<file path="src/rtl/aes_key_schedule.sv">
// aes_key_schedule
//   Multi-length AES key expander (AES-128/192/256). One 32-bit schedule word
//   is generated per cycle. Words are packed four at a time into 128-bit round
//   keys, which leave on a valid/ready stream: rk0 (the cipher key) first,
//   then rk1..rkNr.
//
// Ports
//   CLK       in   clock, rising edge
//   RST_N     in   asynchronous active-low reset
//   start     in   request a new expansion (accepted only when idle)
//   key_len   in   0=128, 1=192, 2=256, 3=illegal
//   key       in   cipher key, left-aligned (MSB word is w0)
//   busy      out  high from accept until the last round key is taken
//   rk_valid  out  rk/rk_idx/rk_last are valid
//   rk_ready  in   consumer accepts rk when rk_valid && rk_ready
//   rk        out  round key {w[4r], w[4r+1], w[4r+2], w[4r+3]}
//   rk_idx    out  round number of the presented key
//   rk_last   out  presented key is the final round key
//   err       out  one-cycle pulse when a start is rejected

module aes_sbox (
    input  logic [7:0] a_i,
    output logic [7:0] y_o
);
    function automatic logic [7:0] gf_mul(input logic [7:0] a, input logic [7:0] b);
        logic [7:0] acc;
        logic [7:0] x;
        logic [7:0] bb;
        acc = '0;
        x   = a;
        bb  = b;
        for (int unsigned k = 0; k < 8; k++) begin
            if (bb[0]) acc = acc ^ x;
            x  = {x[6:0], 1'b0} ^ (x[7] ? 8'h1b : 8'h00);
            bb = bb >> 1;
        end
        return acc;
    endfunction

    logic [7:0] inv;
    logic [7:0] sq;

    // Multiplicative inverse as a^254 (maps 0 to 0), then the affine transform.
    always_comb begin
        inv = 8'h01;
        sq  = a_i;
        for (int unsigned k = 1; k < 8; k++) begin
            sq  = gf_mul(sq, sq);
            inv = gf_mul(inv, sq);
        end
        y_o = inv ^ {inv[6:0], inv[7]} ^ {inv[5:0], inv[7:6]}
                  ^ {inv[4:0], inv[7:5]} ^ {inv[3:0], inv[7:4]} ^ 8'h63;
    end
endmodule

module aes_key_schedule #(
    parameter int unsigned MAX_NK = 8,
    parameter int unsigned KEY_W  = 32 * MAX_NK
) (
    input  logic             CLK,
    input  logic             RST_N,
    input  logic             start,
    input  logic [1:0]       key_len,
    input  logic [KEY_W-1:0] key,
    output logic             busy,
    output logic             rk_valid,
    input  logic             rk_ready,
    output logic [127:0]     rk,
    output logic [3:0]       rk_idx,
    output logic             rk_last,
    output logic             err
);
    typedef enum logic [1:0] {IDLE, RUN, LAST} state_t;

    localparam logic [3:0] MAX_NK_L = 4'(MAX_NK);

    state_t           state_q;
    logic [KEY_W-1:0] key_q;
    logic [31:0]      win_q [MAX_NK];   // win_q[0] is the newest word
    logic [31:0]      slot_q [3];
    logic [1:0]       cnt_q;
    logic [5:0]       i_q;
    logic [2:0]       mod_q;            // i mod Nk
    logic [3:0]       nk_q;
    logic [3:0]       nk_m1_q;
    logic [5:0]       last_i_q;
    logic [7:0]       rcon_q;
    logic [127:0]     rk_q;
    logic             rk_valid_q;
    logic             rk_last_q;
    logic [3:0]       rk_idx_q;
    logic             busy_q;
    logic             err_q;

    logic [3:0]  len_nk;
    logic [5:0]  len_last;
    logic        len_ok;
    logic        gen_en;
    logic        from_key;
    logic        hs;
    logic [31:0] prev;
    logic [31:0] oldest;
    logic [31:0] sub_in;
    logic [31:0] sub_out;
    logic [31:0] t;
    logic [31:0] word_d;

    always_comb begin
        len_nk   = 4'd4;
        len_last = 6'd43;
        case (key_len)
            2'd1: begin len_nk = 4'd6; len_last = 6'd51; end
            2'd2: begin len_nk = 4'd8; len_last = 6'd59; end
            default: ;
        endcase
        len_ok = (key_len != 2'd3) && (len_nk <= MAX_NK_L);
    end

    assign prev   = win_q[0];
    assign sub_in = (mod_q == 3'd0) ? {prev[23:0], prev[31:24]} : prev;

    // One S-box bank serves both the RotWord and the AES-256 mid-block SubWord.
    for (genvar g = 0; g < 4; g++) begin : g_sbox
        aes_sbox u_sbox (.a_i(sub_in[8*g +: 8]), .y_o(sub_out[8*g +: 8]));
    end

    always_comb begin
        gen_en   = (state_q == RUN) && !(rk_valid_q && !rk_ready);
        hs       = rk_valid_q && rk_ready;
        from_key = i_q < {2'b00, nk_q};
        oldest   = win_q[0];
        for (int unsigned k = 0; k < MAX_NK; k++) begin
            if (4'(k) == nk_m1_q) oldest = win_q[k];
        end
        if (mod_q == 3'd0)                        t = sub_out ^ {rcon_q, 24'h0};
        else if (nk_q == 4'd8 && mod_q == 3'd4)   t = sub_out;
        else                                      t = prev;
        word_d = from_key ? key_q[KEY_W-1 -: 32] : (oldest ^ t);
    end

    always_ff @(posedge CLK or negedge RST_N) begin
        if (!RST_N) begin
            state_q    <= IDLE;
            key_q      <= '0;
            for (int unsigned k = 0; k < MAX_NK; k++) win_q[k] <= '0;
            for (int unsigned k = 0; k < 3; k++) slot_q[k] <= '0;
            cnt_q      <= '0;
            i_q        <= '0;
            mod_q      <= '0;
            nk_q       <= '0;
            nk_m1_q    <= '0;
            last_i_q   <= '0;
            rcon_q     <= '0;
            rk_q       <= '0;
            rk_valid_q <= 1'b0;
            rk_last_q  <= 1'b0;
            rk_idx_q   <= '0;
            busy_q     <= 1'b0;
            err_q      <= 1'b0;
        end else begin
            err_q <= 1'b0;
            // Handshake clears first so a same-edge slot-3 fill below wins.
            if (hs) begin
                rk_valid_q <= 1'b0;
                rk_last_q  <= 1'b0;
                rk_idx_q   <= rk_last_q ? '0 : rk_idx_q + 4'd1;
            end
            case (state_q)
                IDLE: begin
                    if (start) begin
                        if (len_ok) begin
                            key_q    <= key;
                            nk_q     <= len_nk;
                            nk_m1_q  <= len_nk - 4'd1;
                            last_i_q <= len_last;
                            i_q      <= '0;
                            mod_q    <= '0;
                            rcon_q   <= 8'h01;
                            cnt_q    <= '0;
                            busy_q   <= 1'b1;
                            state_q  <= RUN;
                        end else begin
                            err_q <= 1'b1;
                        end
                    end
                end
                RUN: begin
                    if (gen_en) begin
                        key_q    <= {key_q[KEY_W-33:0], 32'h0};
                        win_q[0] <= word_d;
                        for (int unsigned k = 1; k < MAX_NK; k++) win_q[k] <= win_q[k-1];
                        i_q   <= i_q + 6'd1;
                        mod_q <= ({1'b0, mod_q} == nk_m1_q) ? '0 : mod_q + 3'd1;
                        if (!from_key && mod_q == 3'd0)
                            rcon_q <= {rcon_q[6:0], 1'b0} ^ (rcon_q[7] ? 8'h1b : 8'h00);
                        case (cnt_q)
                            2'd0: slot_q[0] <= word_d;
                            2'd1: slot_q[1] <= word_d;
                            2'd2: slot_q[2] <= word_d;
                            default: begin
                                rk_q       <= {slot_q[0], slot_q[1], slot_q[2], word_d};
                                rk_valid_q <= 1'b1;
                                rk_last_q  <= (i_q == last_i_q);
                            end
                        endcase
                        cnt_q <= cnt_q + 2'd1;
                        if (i_q == last_i_q) state_q <= LAST;
                    end
                end
                LAST: begin
                    if (hs) begin
                        busy_q  <= 1'b0;
                        state_q <= IDLE;
                    end
                end
                default: state_q <= IDLE;
            endcase
        end
    end

    assign busy     = busy_q;
    assign rk_valid = rk_valid_q;
    assign rk       = rk_q;
    assign rk_idx   = rk_idx_q;
    assign rk_last  = rk_last_q;
    assign err      = err_q;
endmodule

</file>
<file path="config.mk">
export PLATFORM = sky130hd
export DESIGN_NAME = aes_key_schedule
export DESIGN_NICKNAME = d
export VERILOG_FILES = /design/src/rtl/aes_key_schedule.sv
export SDC_FILE = /design/constraint.sdc
export NUM_CORES = 2
export LEC_CHECK = 0
export CAP_MARGIN = 20
export CORE_MARGIN = 1.5
export CORE_UTILIZATION = 50
export DETAILED_ROUTE_END_ITERATION = 6
export GPL_TIMING_DRIVEN = 1
export PLACE_DENSITY = 0.68
export SLEW_MARGIN = 20
export SYNTH_ARGS = -nofsm -noshare
export SYNTH_HDL_FRONTEND = slang
export SYNTH_SLANG_ARGS = --single-unit
</file>
<file path="constraint.sdc">
create_clock -name CLK -period 24 [get_ports CLK]
set_input_delay 3.6 -clock CLK [delete_from_list [all_inputs] [get_ports CLK]]
set_output_delay 3.6 -clock CLK [all_outputs]
set_load 0.01 [all_outputs]
</file>
Yosys cells after proc, flatten, opt, wreduce, memory -nomap -nowiden
Cells that the tools add are included.
{"block": "word_totals", "inputBits": 262, "ram_bits": 0, "mem_bits_ro": 0, "latch_bits": 0, "memories": 0, "regBits": 779}
{"block": "classes", "addsub": 5, "div": 0, "n_eq_ne": 24, "order_cmp": 2, "bitwise_logic": 780, "n_shift": 0, "reduce_logical": 25, "n_mul": 0, "muxes": 870}
{"operator": "8-bit bitwise XOR", "n": 744}
{"operator": "8-bit two-way mux", "n": 424}
{"operator": "5-bit two-way mux", "n": 369}
{"operator": "256-bit two-way mux", "n": 3}
{"operator": "256-bit one-hot mux with 2 select lines", "n": 1}
{"operator": "32-bit two-way mux", "n": 11}
{"operator": "32-bit bitwise XOR", "n": 2}
{"operator": "6-bit two-way mux", "n": 7}
{"operator": "7-bit two-way mux", "n": 4}
{"operator": "1-bit inverter, first input constant", "n": 28}
{"operator": "2-bit two-way mux", "n": 12}
{"operator": "3-bit two-way mux", "n": 8}
{"operator": "4-bit two-way mux", "n": 5}
{"operator": "1-bit two-way mux", "n": 18}
{"operator": "3-bit by 4-bit equality test with 1-bit output, first input constant", "n": 4}
{"operator": "4-bit inverter", "n": 4}
{"operator": "8-bit one-hot mux with 2 select lines", "n": 1}
{"operator": "3-bit AND reduction", "n": 5}
{"operator": "6-bit one-hot mux with 2 select lines", "n": 1}
{"operator": "2-bit inequality test, second input constant", "n": 5}
{"operator": "5-bit one-hot mux with 2 select lines", "n": 1}
{"operator": "5-bit AND reduction", "n": 2}
{"operator": "2-bit by 4-bit equality test with 1-bit output, first input constant", "n": 2}
{"operator": "4-bit one-hot mux with 2 select lines", "n": 1}
{"operator": "29 further kinds", "n": 44}

Logic depth before layout (Yosys ltp)
{"block": "logic_depth", "depth_word": 138, "depth_mapped": 83}

By module
Synthesis repeated with hierarchy kept, for this count alone.
{"block": "unflattened", "cells_unflattened": 12053, "hier_area_um2": 96318.6}
{"mod": "aes_sbox at g_sbox[1].u_sbox ...", "cells_per_inst": 2016, "n_inst": 3, "area_per_inst_um2": 15418.5}
{"mod": "aes_key_schedule", "cells_per_inst": 4096, "n_inst": 1, "area_per_inst_um2": 35535.3}
{"mod": "aes_sbox at g_sbox[0].u_sbox", "cells_per_inst": 1909, "n_inst": 1, "area_per_inst_um2": 14527.7}

Worst setup path after synthesis
Ideal clock, no wire load.
{"block": "synth_timing", "path_kind": "register to register", "startpoint": "register mod_q[0]", "endpoint": "register slot_q[16] (netlist bit)", "setup_slack_ns": 5.872, "setup_time_ns": 0.121, "arrival_ns": 18.007, "required_ns": 23.879, "stages_incl_launch_ff": 82, "synth_period_minus_slack_ns": 18.128, "path_cell_list": "dfrtp_1 -> inv_1 -> ha_1 -> and2b_4 -> buf_12 -> mux2i_4 -> inv_2 -> ha_1 -> clkbuf_1 -> nand2b_1 -> a21oi_1 -> or2_2 -> o31ai_2 -> nor2_2 -> xnor2_2 -> inv_2 -> clkbuf_1 -> ha_1 -> [46 not listed] -> xnor2_1 -> xor2_1 -> buf_4 -> xor2_2 -> xor2_1 -> nor2_1 -> xnor2_1 -> xnor2_1 -> xnor2_1 -> xor2_1 -> xnor2_1 -> xor2_1 -> xnor2_1 -> xnor2_1 -> a21oi_1 -> xnor2_1 -> nand2_1 -> a22o_1"}
{"block": "synth_via", "elab_chain_cells": 135, "word_cells_on_any_way": 399, "cone_classes": "eq/ne: 1; mux: 207; bitwise: 189; reduce/logical: 2"}
{"element": "start: declaration", "line": "83", "rtl": "logic [2:0] mod_q;"}
{"element": "start signal: assignment", "line": "193", "rtl": "mod_q <= ({1'b0, mod_q} == nk_m1_q) ? '0 : mod_q + 3'd1;"}
{"element": "3-bit zero test", "line": "120, 135"}
{"element": "32-bit two-way mux", "line": "120", "rtl": "assign sub_in = (mod_q == 3'd0) ? {prev[23:0], prev[31:24]} : prev;"}
{"element": "5-bit two-way mux, or another cell as far along", "line": "34", "rtl": "x = {x[6:0], 1'b0} ^ (x[7] ? 8'h1b : 8'h00);"}
{"element": "8-bit bitwise XOR (on tied branches)", "line": "34, 33"}
{"element": "8-bit bitwise XOR / 8-bit two-way mux (equally long branches)", "line": "33", "rtl": "if (bb[0]) acc = acc ^ x;"}
{"element": "8-bit two-way mux / 8-bit bitwise XOR (equally long branches)", "line": "33"}
{"element": "8-bit bitwise XOR / 8-bit two-way mux (equally long branches)", "line": "33"}
{"element": "8-bit two-way mux / 8-bit bitwise XOR (equally long branches)", "line": "33"}
{"element": "[117 not listed]"}
{"element": "8-bit two-way mux", "line": "33"}
{"element": "8-bit bitwise XOR (2 in series)", "line": "51", "rtl": "y_o = inv ^ {inv[6:0], inv[7]} ^ {inv[5:0], inv[7:6]}"}
{"element": "8-bit bitwise XOR (2 in series)", "line": "52", "rtl": "^ {inv[4:0], inv[7:5]} ^ {inv[3:0], inv[7:4]} ^ 8'h63;"}
{"element": "4-bit inverter (no source line)"}
{"element": "32-bit two-way mux / 32-bit bitwise XOR (equally long branches)", "line": "136, 135"}
{"element": "32-bit two-way mux *", "line": "135", "rtl": "if (mod_q == 3'd0) t = sub_out ^ {rcon_q, 24'h0};"}
{"element": "32-bit bitwise XOR *", "line": "138", "rtl": "word_d = from_key ? key_q[KEY_W-1 -: 32] : (oldest ^ t);"}
{"element": "32-bit two-way mux *", "line": "138"}
{"element": "end: declaration", "line": "80", "rtl": "logic [31:0] slot_q [3];"}
Mark *: on every way between the ends. The rest lies on a longest branch, timed or not.
A chain may end at the register's enable or synchronous reset.

Worst setup path after layout
{"block": "layout_timing", "startpoint": "register mod_q[0]", "endpoint": "register rk_q[22] (netlist: rk[22])"}
{"block": "layout_via", "elab_chain_cells": 135, "word_cells_on_any_way": 399, "cone_classes": "eq/ne: 1; mux: 207; bitwise: 189; reduce/logical: 2"}
{"element": "3-bit zero test", "line": "120, 135"}
{"element": "32-bit two-way mux", "line": "120"}
{"element": "5-bit two-way mux", "line": "34"}
{"element": "8-bit bitwise XOR", "line": "34"}
{"element": "8-bit bitwise XOR", "line": "33"}
{"element": "8-bit two-way mux", "line": "33"}
{"element": "8-bit bitwise XOR", "line": "33"}
{"element": "8-bit two-way mux", "line": "33"}
{"element": "[117 not listed]"}
{"element": "8-bit two-way mux", "line": "33"}
{"element": "8-bit bitwise XOR (2 in series)", "line": "51"}
{"element": "8-bit bitwise XOR (2 in series)", "line": "52"}
{"element": "4-bit inverter (no source line)"}
{"element": "32-bit two-way mux / 32-bit bitwise XOR (equally long branches)", "line": "136, 135"}
{"element": "32-bit two-way mux *", "line": "135"}
{"element": "32-bit bitwise XOR *", "line": "138"}
{"element": "32-bit two-way mux *", "line": "138"}
{"element": "end signal: assignment", "line": "201", "rtl": "rk_q <= {slot_q[0], slot_q[1], slot_q[2], word_d};"}
{"element": "end: declaration", "line": "88", "rtl": "logic [127:0] rk_q;"}
Marked as above.

==> qor.yml <==
outcome: "complete, no violations"
cpMostUsedCell: "xnor2_1"
cts_buffer_depth: 3
ys_ff_latch: 772
rows: 163
die-area_sq_mm: 0.200
critPathMaxStageDelay_ps: 740
drt-initial-drc-count: 9942
vias: 92787
synth_area_per_cell_sq_um: 7.82
final_layout_size_suffix_gt1_share_pct: 9.11
antenna_found_initial: 28
final-setup-viol-count: 0
tns_ps: 0
initial_core_util_pct: 50.2
clk_pin_slew_ps: 60
syn_nets: 12952
yosysUniqueCellTypes: 153
worstSetupPathType: "flip-flop to flip-flop"
hold_class: "flip-flop to flip-flop"
grt_max_degree: 178
fin_nets: 12828
cp-start-kind: "flip-flop"
ioPinCount: 398
crit_fanout: 28
area_growth_pct: 8.48
hpwl_um: 231000
portBuffers: 397
root_buffer: "clkbuf_16"
finalCritPeriodShare_pct: 93.2
fin_worst_skew_ps: 37.7
dieHeight_um: 448
wire_per_inst_um: 21.4
cp_slowest_cell: "xnor3_1"
yosys.area.top_type: "dfrtp_1"
gp_congestion: 0.951
synthFlopType: "dfrtp_1"
ys_top_cells_by_count: "nand2_1, xnor2_1, nor2_1, dfrtp_1, clkbuf_1"
rsz0062_at_grt: "no"
crit_required_ps: 24610
yosysSeqAreaShare_pct: 19.5
cp-end-kind: "flip-flop"
postSynthCellCount: 12647
yosysWarnings: 0
slew_headroom_pct: 20.4
cp.arrival_ps: 22990
max_freq_mhz: 44.7
hold_viol_final: 0
die_w_um: 448
drc: 0
ys_async_sr_fraction_pct: 100
numCtsBuffers: 77
cts_tree: "done"
worst_pin_slew_ps: 1190
track_usage_pct: 31.5
postCtsHoldBufs: 0
synth_top_area_share_pct: 19.5
drv_slew: 0
core_sq_mm: 0.197
clock_sinks: 772
syn_area_sq_mm: 0.0989
synth.most_common_cell: "nand2_1"
viasPerCell: 6.08
cts_max_level: 3
pre_cts_ws_ps: 1730
synth-edff-count: 0
first_global_vias: 88109
setup_ws_ps: 1620
drt.antenna.violating_nets: 0
yosys-top-cells-area: "dfrtp_1, xnor2_1, nand2_1, xnor3_1, nor2_1"
routed_wl_um: 326000
grt_pass1_wl_um: 510000
min_period_ps: 22380
worstSkewPairLatency_ps: 700
maxCapViolations: 0
grt.overflow.total: 0
drt-pass1-iter-count: 7
area by class of cell:
cell class / count / area [sq um]
Fill cell: 18316 / 89600
Antenna cell: 23 / 57.6
Inverter: 129 / 484
Clock buffer: 109 / 2170
Timing Repair Buffer: 721 / 6420
Clock inverter: 33 / 455
Multi-Input combinational cell: 10822 / 75000
Tap cell: 2640 / 3300
Sequential cell: 772 / 19300
flip-flops by register name, summed over array words and instances, names as in the netlist, 4 cells and up:
register	count
i_q	6
rcon_q	8
slot_q	96
rk	128
prev	32
rk_idx	4
win_q	224
key_q	256
path summary, 6_finish.rpt:
path	to	slack, ps	startpoint	cells after the start
max in group asynchronous	rk[75]$_DFFE_PN0P_	16420	RST_N	6
setup / recovery	rk[22]$_DFFE_PN0P_	1620	mod_q[0]$_DFFE_PN0P_	72
hold / removal	rk[39]$_DFFE_PN0P_	460	slot_q[7]$_DFFE_PN0P_	2
min in group asynchronous	key_q[116]$_DFFE_PN0P_	2940	RST_N	1
setup reg to reg	rk[22]$_DFFE_PN0P_	1620	mod_q[0]$_DFFE_PN0P_	72
hold reg to reg	rk[39]$_DFFE_PN0P_	460	slot_q[7]$_DFFE_PN0P_	2
placed cells by master (no fill, tap or decap), drive strengths merged, types with 57 or more instances in the layout:
| master | instances |
|---|---|
| o22ai | 169 |
| xor2 | 521 |
| mux2 | 111 |
| a31oi | 334 |
| nand2 | 2488 |
| a22oi | 164 |
| mux2i | 265 |
| nand3 | 250 |
| xnor2 | 1774 |
| and3 | 64 |
| clkdlybuf4s50 | 396 |
| nor2 | 1616 |
| dfrtp | 772 |
| a211oi | 118 |
| o31ai | 60 |
| clkbuf | 109 |
| nand2b | 68 |
| o21ai | 525 |
| or3 | 57 |
| xnor3 | 313 |
| nor3 | 266 |
| buf | 325 |
| o211ai | 88 |
| and2 | 64 |
| inv | 118 |
| a21oi | 552 |
cells by family (layout without fill, tap and decap cells):
kind of cell	count (synthesis)	in the layout	synth area share, %
compound gates	2610	2610	17.6
xor+xnor	2653	2653	31.0
fa+ha+maj	44	44	0.554
buf+inv	1053	992	5.11
flops	772	772	19.5
mux	380	380	4.30
other cells	0	23	0
simple gates	5135	5135	21.9
worst max-delay path, delay by kind of cell (launching register included):
family / cells / cell delay (ps)
AO/OA/AOI/OAI: 13 / 3420
multiplexers: 3 / 1180
adder cells (fa/ha/maj): 4 / 2170
flip-flops: 1 / 410
AND/OR/NAND/NOR: 16 / 4190
XOR/XNOR: 29 / 9320
buffers and inverters: 7 / 1560
per-stage QoR:
step / instances / cell area [sq um] / hold WS [ps] / utilization (%)
2_1_floorplan: 12647 / 98900 / 435 / -
3_3_place_gp: 15080 / 104000 / 447 / 53.1
3_5_place_dp: 15082 / 104000 / 456 / 53.1
4_1_cts: 15224 / 107000 / 469 / 54.4
5_1_grt: 15249 / 107000 / 488 / 54.5
6_report: 15249 / 107000 / 460 / 54.5
repair_timing:
action                     4_1_cts  5_1_grt
setup buffers                    0        0
setup endpoints to repair        0       24
gates resized for setup          0        1
layer usage:
metal  vias to the layer above  GRT usage (%)  routed length [um]
li1                      43204              -                   -
met1                     45043           41.6              134000
met2                      3887           51.7              154000
met3                       645           3.05               21600
met4                         8           14.8               15500
met5                         -              0                  72
Power is not shown: default switching activity piles up to over one toggle a cycle in this logic, so the estimate is an artifact.
